[config.mk]
export PLATFORM = sky130hd
export DESIGN_NAME = ror_lsr_pipe
export DESIGN_NICKNAME = d
export VERILOG_FILES = /design/src/rtl/ror_lsr_pipe_pkg.sv /design/src/rtl/ror_lsr_stage.sv /design/src/rtl/ror_lsr_pipe.sv
export SDC_FILE = /design/constraint.sdc
export NUM_CORES = 1
export LEC_CHECK = 0
export ABC_CLOCK_PERIOD_IN_PS = 1700
export CAP_MARGIN = 20
export CORE_ASPECT_RATIO = 1.25
export CORE_MARGIN = 1
export CORE_UTILIZATION = 40
export CTS_BUF_LIST = sky130_fd_sc_hd__clkbuf_4 sky130_fd_sc_hd__clkbuf_8 sky130_fd_sc_hd__clkbuf_16
export DETAILED_ROUTE_END_ITERATION = 8
export GPL_ROUTABILITY_DRIVEN = 0
export PLACE_DENSITY_LB_ADDON = 0.2
export SETUP_SLACK_MARGIN = 0.02
export SYNTH_ARGS = -nofsm -noshare
export SYNTH_HDL_FRONTEND = slang
export SYNTH_SLANG_ARGS = --single-unit
[constraint.sdc]
create_clock -name clk -period 1.7 [get_ports clk]
set_clock_uncertainty 0.1 [all_clocks]
set_input_delay 0.255 -clock clk [delete_from_list [all_inputs] [get_ports clk]]
set_output_delay 0.255 -clock clk [all_outputs]
set_load 0.05 [all_outputs]
[src/rtl/ror_lsr_pipe_pkg.sv]
// Shared ALU shifter definitions: operand width, shift width and op-code encoding.
package ror_lsr_pipe_pkg;

    localparam int DATA_W = 32;
    localparam int SH_W   = $clog2(DATA_W);

    typedef logic [1:0] shr_op_t;

    localparam shr_op_t SHR_LSR  = 2'b00;
    localparam shr_op_t SHR_ASR  = 2'b01;
    localparam shr_op_t SHR_ROR  = 2'b10;
    localparam shr_op_t SHR_PASS = 2'b11;

endpackage

[src/rtl/ror_lsr_stage.sv]
// One combinational step of the logarithmic right shifter: conditionally
// shifts by a fixed SHIFT, choosing fill bits by op and updating the carry.
module ror_lsr_stage
    import ror_lsr_pipe_pkg::*;
#(
    parameter int SHIFT = 1
) (
    input  logic [DATA_W-1:0] i_data,
    input  logic              i_sh,
    input  shr_op_t           i_op,
    input  logic              i_sign,
    input  logic              i_carry,
    output logic [DATA_W-1:0] o_data,
    output logic              o_carry
);

    logic [SHIFT-1:0] w_fill;

    always_comb begin
        w_fill  = '0;
        o_data  = i_data;
        o_carry = i_carry;
        case (i_op)
            SHR_ASR: w_fill = {SHIFT{i_sign}};
            SHR_ROR: w_fill = i_data[SHIFT-1:0];
            default: w_fill = '0;
        endcase
        // The carry is the last bit to leave the bottom of the word.
        if (i_sh && (i_op != SHR_PASS)) begin
            o_data  = {w_fill, i_data[DATA_W-1:SHIFT]};
            o_carry = i_data[SHIFT-1];
        end
    end

endmodule

[src/rtl/ror_lsr_pipe.sv]
// Five-stage (16/8/4/2/1) pipelined LSR/ASR/ROR unit with valid/ready on both
// sides; the whole pipe freezes under output backpressure, flush kills it.
module ror_lsr_pipe
    import ror_lsr_pipe_pkg::*;
(
    input  logic              clk,
    input  logic              rst_n,
    input  logic              flush,
    input  logic              in_valid,
    output logic              in_ready,
    input  logic [DATA_W-1:0] in_a,
    input  logic [SH_W-1:0]   in_shift,
    input  shr_op_t           in_op,
    output logic              out_valid,
    input  logic              out_ready,
    output logic [DATA_W-1:0] out_result,
    output logic              out_carry
);

    localparam int NSTG = SH_W;

    logic              r_vld   [NSTG];
    logic [DATA_W-1:0] r_data  [NSTG];
    logic [SH_W-1:0]   r_sh    [NSTG];
    shr_op_t           r_op    [NSTG];
    logic              r_sign  [NSTG];
    logic              r_carry [NSTG];

    logic [DATA_W-1:0] w_data  [NSTG];
    logic              w_carry [NSTG];
    logic              w_stall;
    logic              w_unused;

    assign w_stall  = r_vld[NSTG-1] & ~out_ready;
    assign in_ready = ~w_stall & ~flush;

    genvar g;
    generate
        for (g = 0; g < NSTG; g++) begin : g_stage
            if (g == 0) begin : g_first
                ror_lsr_stage #(.SHIFT(DATA_W >> 1)) u_stage (
                    .i_data  (in_a),
                    .i_sh    (in_shift[SH_W-1]),
                    .i_op    (in_op),
                    .i_sign  (in_a[DATA_W-1]),
                    .i_carry (1'b0),
                    .o_data  (w_data[0]),
                    .o_carry (w_carry[0])
                );
            end else begin : g_rest
                ror_lsr_stage #(.SHIFT((DATA_W >> 1) >> g)) u_stage (
                    .i_data  (r_data[g-1]),
                    .i_sh    (r_sh[g-1][SH_W-1-g]),
                    .i_op    (r_op[g-1]),
                    .i_sign  (r_sign[g-1]),
                    .i_carry (r_carry[g-1]),
                    .o_data  (w_data[g]),
                    .o_carry (w_carry[g])
                );
            end
        end
    endgenerate

    // Flush only clears valids; stale data is harmless behind valid=0.
    always_ff @(posedge clk or negedge rst_n) begin
        if (!rst_n) begin
            for (int k = 0; k < NSTG; k++) begin
                r_vld[k]   <= 1'b0;
                r_data[k]  <= '0;
                r_sh[k]    <= '0;
                r_op[k]    <= SHR_LSR;
                r_sign[k]  <= 1'b0;
                r_carry[k] <= 1'b0;
            end
        end else if (flush) begin
            for (int k = 0; k < NSTG; k++) begin
                r_vld[k] <= 1'b0;
            end
        end else if (!w_stall) begin
            r_vld[0]   <= in_valid;
            r_data[0]  <= w_data[0];
            r_sh[0]    <= in_shift;
            r_op[0]    <= in_op;
            r_sign[0]  <= in_a[DATA_W-1];
            r_carry[0] <= w_carry[0];
            for (int k = 1; k < NSTG; k++) begin
                r_vld[k]   <= r_vld[k-1];
                r_data[k]  <= w_data[k];
                r_sh[k]    <= r_sh[k-1];
                r_op[k]    <= r_op[k-1];
                r_sign[k]  <= r_sign[k-1];
                r_carry[k] <= w_carry[k];
            end
        end
    end

    assign out_valid  = r_vld[NSTG-1];
    assign out_result = r_data[NSTG-1];
    assign out_carry  = r_carry[NSTG-1];

    assign w_unused = ^{r_sh[NSTG-1], r_op[NSTG-1], r_sign[NSTG-1]};

endmodule

# ---- Word level (Yosys, flattened, before mapping)
# Cells that the tools add are included.
dict set report word_totals {
  reg_bits 192
  input_bits 44
  out_inout_bits 35
  word_cells 71
}
dict set report op_classes {
  eq_ne 16
  n_mux 17
  bitwise_logic 5
  reduce_logical 6
}
# operator count
set op_table {}
lappend op_table {{$mux W32} 5}
lappend op_table {{$pmux W16 S2} 1}
lappend op_table {{$pmux W8 S2} 1}
lappend op_table {{$ne A2 B2 Y1 const B} 6}
lappend op_table {{$eq A2 B1 Y1 const B} 5}
lappend op_table {{$eq A2 B2 Y1 const B} 5}
lappend op_table {{$mux W5} 2}
lappend op_table {{$pmux W4 S2} 1}
lappend op_table {{$logic_and A1 B1 Y1} 5}
lappend op_table {{$mux W1} 5}
lappend op_table {{$pmux W2 S2} 1}
lappend op_table {{$not A1 Y1} 3}
lappend op_table {{$and A1 B1 Y1} 2}
lappend op_table {{$pmux W1 S2} 1}
lappend op_table {{$reduce_and A2 Y1} 1}

# ---- Longest topological paths before layout
dict set report logic_depth {
  ltp_word 4
  ltp_mapped 7
  depth_no_buf 5
}

# ---- Cells and area by module
# A second synthesis with hierarchy kept.
dict set report unflattened {
  hier_cells 709
  hier_area_um2 10943.0
}
# module instances cells_per_inst area_each_um2 seq_area_each_um2
set modules_own_cells {}
lappend modules_own_cells {ror_lsr_pipe 1 445 7866.3 4804.6}
lappend modules_own_cells {{ror_lsr_stage at g_stage[0].g_first.u_stage} 1 69 661.9 0.0}
lappend modules_own_cells {{ror_lsr_stage at g_stage[1].g_rest.u_stage} 1 56 615.6 0.0}
lappend modules_own_cells {{ror_lsr_stage at g_stage[2].g_rest.u_stage} 1 48 601.8 0.0}
lappend modules_own_cells {{ror_lsr_stage at g_stage[3].g_rest.u_stage} 1 46 599.3 0.0}
lappend modules_own_cells {{ror_lsr_stage at g_stage[4].g_rest.u_stage} 1 45 598.1 0.0}

# ---- Worst setup path after synthesis
# Ideal clock, no wire load.
dict set report synth_path {
  path_type {reg2reg}
  from {reg r_vld, in the netlist out_valid}
  to {reg r_sh[21] (netlist bit)}
  setup_ns 0.125
  t_arrival_ns 1.697
  required_time_ns 1.475
  slack_ns -0.222
  stages_incl_launch_ff 7
  n_path_buf 2
  period_less_slack_ns 1.922
  cell_sequence {dfrtp_1 > nor2b_4 > or2_4 > buf_6 > inv_8 > buf_6 > mux2_4}
}
dict set report synth_between {
  elab_chain_cells 3
}
# element line
set synth_lines {}
lappend synth_lines {{start, declared} ror_lsr_pipe.sv:22} ;# logic r_vld [NSTG];
lappend synth_lines {{start signal, assigned by index} ror_lsr_pipe.sv:87} ;# r_vld[k] <= r_vld[k-1];
lappend synth_lines {{$and A1 B1 Y1} ror_lsr_pipe.sv:34} ;# assign w_stall = r_vld[NSTG-1] & ~out_ready;
lappend synth_lines {{$not A1 Y1 (no source line)} --}
lappend synth_lines {{$reduce_and A2 Y1 (no source line)} --}
lappend synth_lines {{end signal, assigned by index} ror_lsr_pipe.sv:89} ;# r_sh[k] <= r_sh[k-1];
lappend synth_lines {{end, declared} ror_lsr_pipe.sv:24} ;# logic [SH_W-1:0] r_sh [NSTG];
# Every way passes these cells.
# A chain may end at the register's enable or synchronous reset.

# ---- Worst setup path in the final report
dict set report layout_path {
  from {reg r_vld, in the netlist out_valid}
  to {out in_ready}
}
dict set report layout_between {
  elab_chain_cells 3
}
# element line
set layout_lines {}
lappend layout_lines {{$and A1 B1 Y1} ror_lsr_pipe.sv:34}
lappend layout_lines {{$not A1 Y1 (no source line)} --}
lappend layout_lines {{$and A1 B1 Y1} ror_lsr_pipe.sv:35} ;# assign in_ready = ~w_stall & ~flush;
lappend layout_lines {{end, declared} ror_lsr_pipe.sv:10} ;# output logic in_ready,
# Every way passes these cells.

==> run_results.csv <==
group,metric,value,unit
yosys,synth.mux.area_fraction,0.199,
power_and_ir_drop,power_leakage,5.36,nW
yosys,syn_avg_cell_area,11.3,um2
drt,antenna_left,0,
timing,rsz0062_at_grt,"yes",
finish,layout-drive-gt1-share,0.204,
floorplanning,die-width,141,um
place,dpl_cell_area,0.0108,mm2
floorplanning,die-area,0.0247,mm2
floorplanning,die_y,175,um
drt,drt_pass1_iterations,6,
setup_path,worstPathRequired,1.34,ns
power_and_ir_drop,power_density,1240,mW/mm2
power_and_ir_drop,peakVddDrop,0.656,mV
timing,maxSlewHeadroom,0.599,
drt,wl,21.8,mm
timing,finalHoldViolCount,0,
drt,wl_per_cell,17.7,um
timing,tightest_slew,0.601,ns
drt,drc,0,
timing,hold_ws,0.249,ns
clock_network,clkSinkCount,192,
clock_network,clk_pin_slew,0.07,ns
timing,drv_slew,0,
flow_run,maxCapViolations,0,
global_route,grt_max_degree,155,
clock_network,cts_root_buf,"clkbuf_16",
timing,layout_min_cycle_time,1.86,ns
place,port-buffer-count,78,
setup_path,critPathKind,"reg -> out",
place,place_hpwl,14.8,mm
yosys,yosys.area_share.simple,0.0165,
yosys,syn_nets,912,
yosys,synthCells,853,
yosys,synth_compound_area_frac,0.209,
drt,drt_iter0_drc,244,
setup_path,critPathCaptureType,"output port",
finish,mostFrequentLayoutCells,"o21ai_0, dfrtp_1, mux2i_1, buf_4, a22o_1",
finish,post-route-util,0.493,
floorplanning,ioPinCount,79,
global_route,antenna_found_initial,0,
yosys,seq_area_frac_synth,0.499,
timing,fin_crit_sh,1.10,
clock_network,cts_buffers,17,
clock_network,cts_tree,"yes",
power_and_ir_drop,power,14.5,mW
min_path,min_path_type,"in -> async",
finish,diodes,0,
timing,finalWorstSetupSlack,-0.162,ns
global_route,grt_pass1_wl,35.9,mm
setup_path,crit_fanout,2,
setup_path,cp_data_arrival_time,1.51,ns
floorplanning,placementRows,63,
global_route,grt_usage,0.183,
yosys,ys_seq_elements,192,
finish,area_growth,21.2,%
yosys,synth_top_family_by_area,"compound AO/OA/AOI/OAI gates",
setup_path,start_kind,"flip-flop",
clock_network,htree_num_levels,4,
floorplanning,coreArea,0.0236,mm2
finish,final_common_cell,"o21ai_0",
drt,vias_per_cell,5.41,
finish,design_area,0.0117,mm2
yosys,synth-xor-area-share,0,
place,place_ws,-0.576,ns
timing,setup_viol,35,
yosys,synth_area,0.00962,mm2
outcome,status,"finished with violations",
outcome,violations,"setup timing",
yosys,yosysWarningCount,0,
timing,fmax,0.537,GHz
drt,vias,6665,
finish,nFillCells,2155,
global_route,first_global_vias,6718,
yosys,synthAdderAreaFrac,0.0195,
finish,nets,987,
clock_network,clk_path_buf_depth,2,
floorplanning,initial_core_util,0.407,
global_route,overflow,0,
clock_network,clk-insertion-delay-late,0.43,ns
yosys,netlist-cell-type-count,29,
## synth_stat cells (all sizes together)
master | number | share of area
clkbuf | 46 | 0.019
o21ai | 283 | 0.15
nand2b | 5 | 0.0040
or3 | 7 | 0.0046
a22oi | 7 | 0.0055
a22o | 48 | 0.044
a2bb2oi | 7 | 0.0064
inv | 12 | 0.0055
nor3b | 2 | 0.0033
nor2b | 1 | 0.0014
mux2i | 137 | 0.14
a211oi | 7 | 0.0055
o31ai | 1 | 0.00078
buf | 38 | 0.032
or2 | 1 | 0.00091
nor2 | 6 | 0.0023
dfrtp | 192 | 0.50
mux2 | 38 | 0.057
ha | 15 | 0.020
## worst paths after layout
check                              start        endpoint  slack [ns]  depth (start not counted)
min in group clk                   flush       out_valid        0.29                          3
min                                rst_n  out_result[31]        0.25                          2
max in group asynchronous          rst_n     r_data[132]        0.60                          3
min reg2reg                out_result[1]   out_result[1]        0.40                          2
max reg2reg                    out_valid     r_data[121]       -0.06                          7
max                            out_valid        in_ready       -0.16                          5
## power by group
part | leakage, nW | internal (mW) | switching, mW
combinational | 2.63 | 1.85 | 2.36
clock | 0.297 | 2.16 | 1.84
sequential | 2.43 | 5.54 | 0.763
total | 5.36 | 9.55 | 4.96
## repair_timing
item | in CTS | in global routing
hold buffers | 1 | 0
setup endpoints to repair | 29 | 103
setup buffers | 6 | 1
pin swaps | 4 | 1
resized for setup | 13 | 39
gates cloned | 2 | 2
hold endpoints to repair | 46 | 0
## layout make-up
| class | instances | area (um2) | area share |
|---|---|---|---|
| Sequential cell | 192 | 4810 | 0.412 |
| Multi-Input combinational cell | 566 | 4360 | 0.374 |
| Timing Repair Buffer | 139 | 1470 | 0.126 |
| Clock buffer | 19 | 453 | 0.0388 |
| Tap cell | 292 | 365 | 0.0313 |
| Clock inverter | 13 | 143 | 0.0122 |
| Inverter | 12 | 52.6 | 0.00451 |
## sequential cells by signal, indices dropped and copies added, names as in the netlist
register,flops
r_sh,10
out_carry,1
r_carry,4
r_vld,4
out_result,32
r_data,128
out_valid,1
r_op,8
r_sign,4
## metal layers
layer,global-route usage,share of wire,vias up
li1,-,-,3302
met1,0.234,0.46,3239
met2,0.316,0.51,109
met3,0.0294,0.022,15
met4,0.0602,0.013,0
met5,0,0,-
## stage by stage
step | std cells | setup TNS, ns
floorplan | 853 | -2.03
finish | 1233 | -1.31
global route | 1233 | -2.95
CTS | 1230 | -2.04
global placement | 1189 | -23.86
detailed placement | 1189 | -28.07
## critical path, cell delays in order (launching register included)
cell and delay (ns):
dfrtp_2 0.40, nor2b_4 0.12, or2_4 0.26, inv_8 0.07, buf_12 0.10, buf_12 0.12
## cell families after synthesis
| kind of cell | after synthesis |
|---|---|
| AO/OA/AOI/OAI | 353 |
| adder cells (fa/ha/maj) | 15 |
| buffers and inverters | 96 |
| flip-flops | 192 |
| multiplexers | 175 |
| AND/OR/NAND/NOR | 22 |
Power figures use the tool's default switching activity.
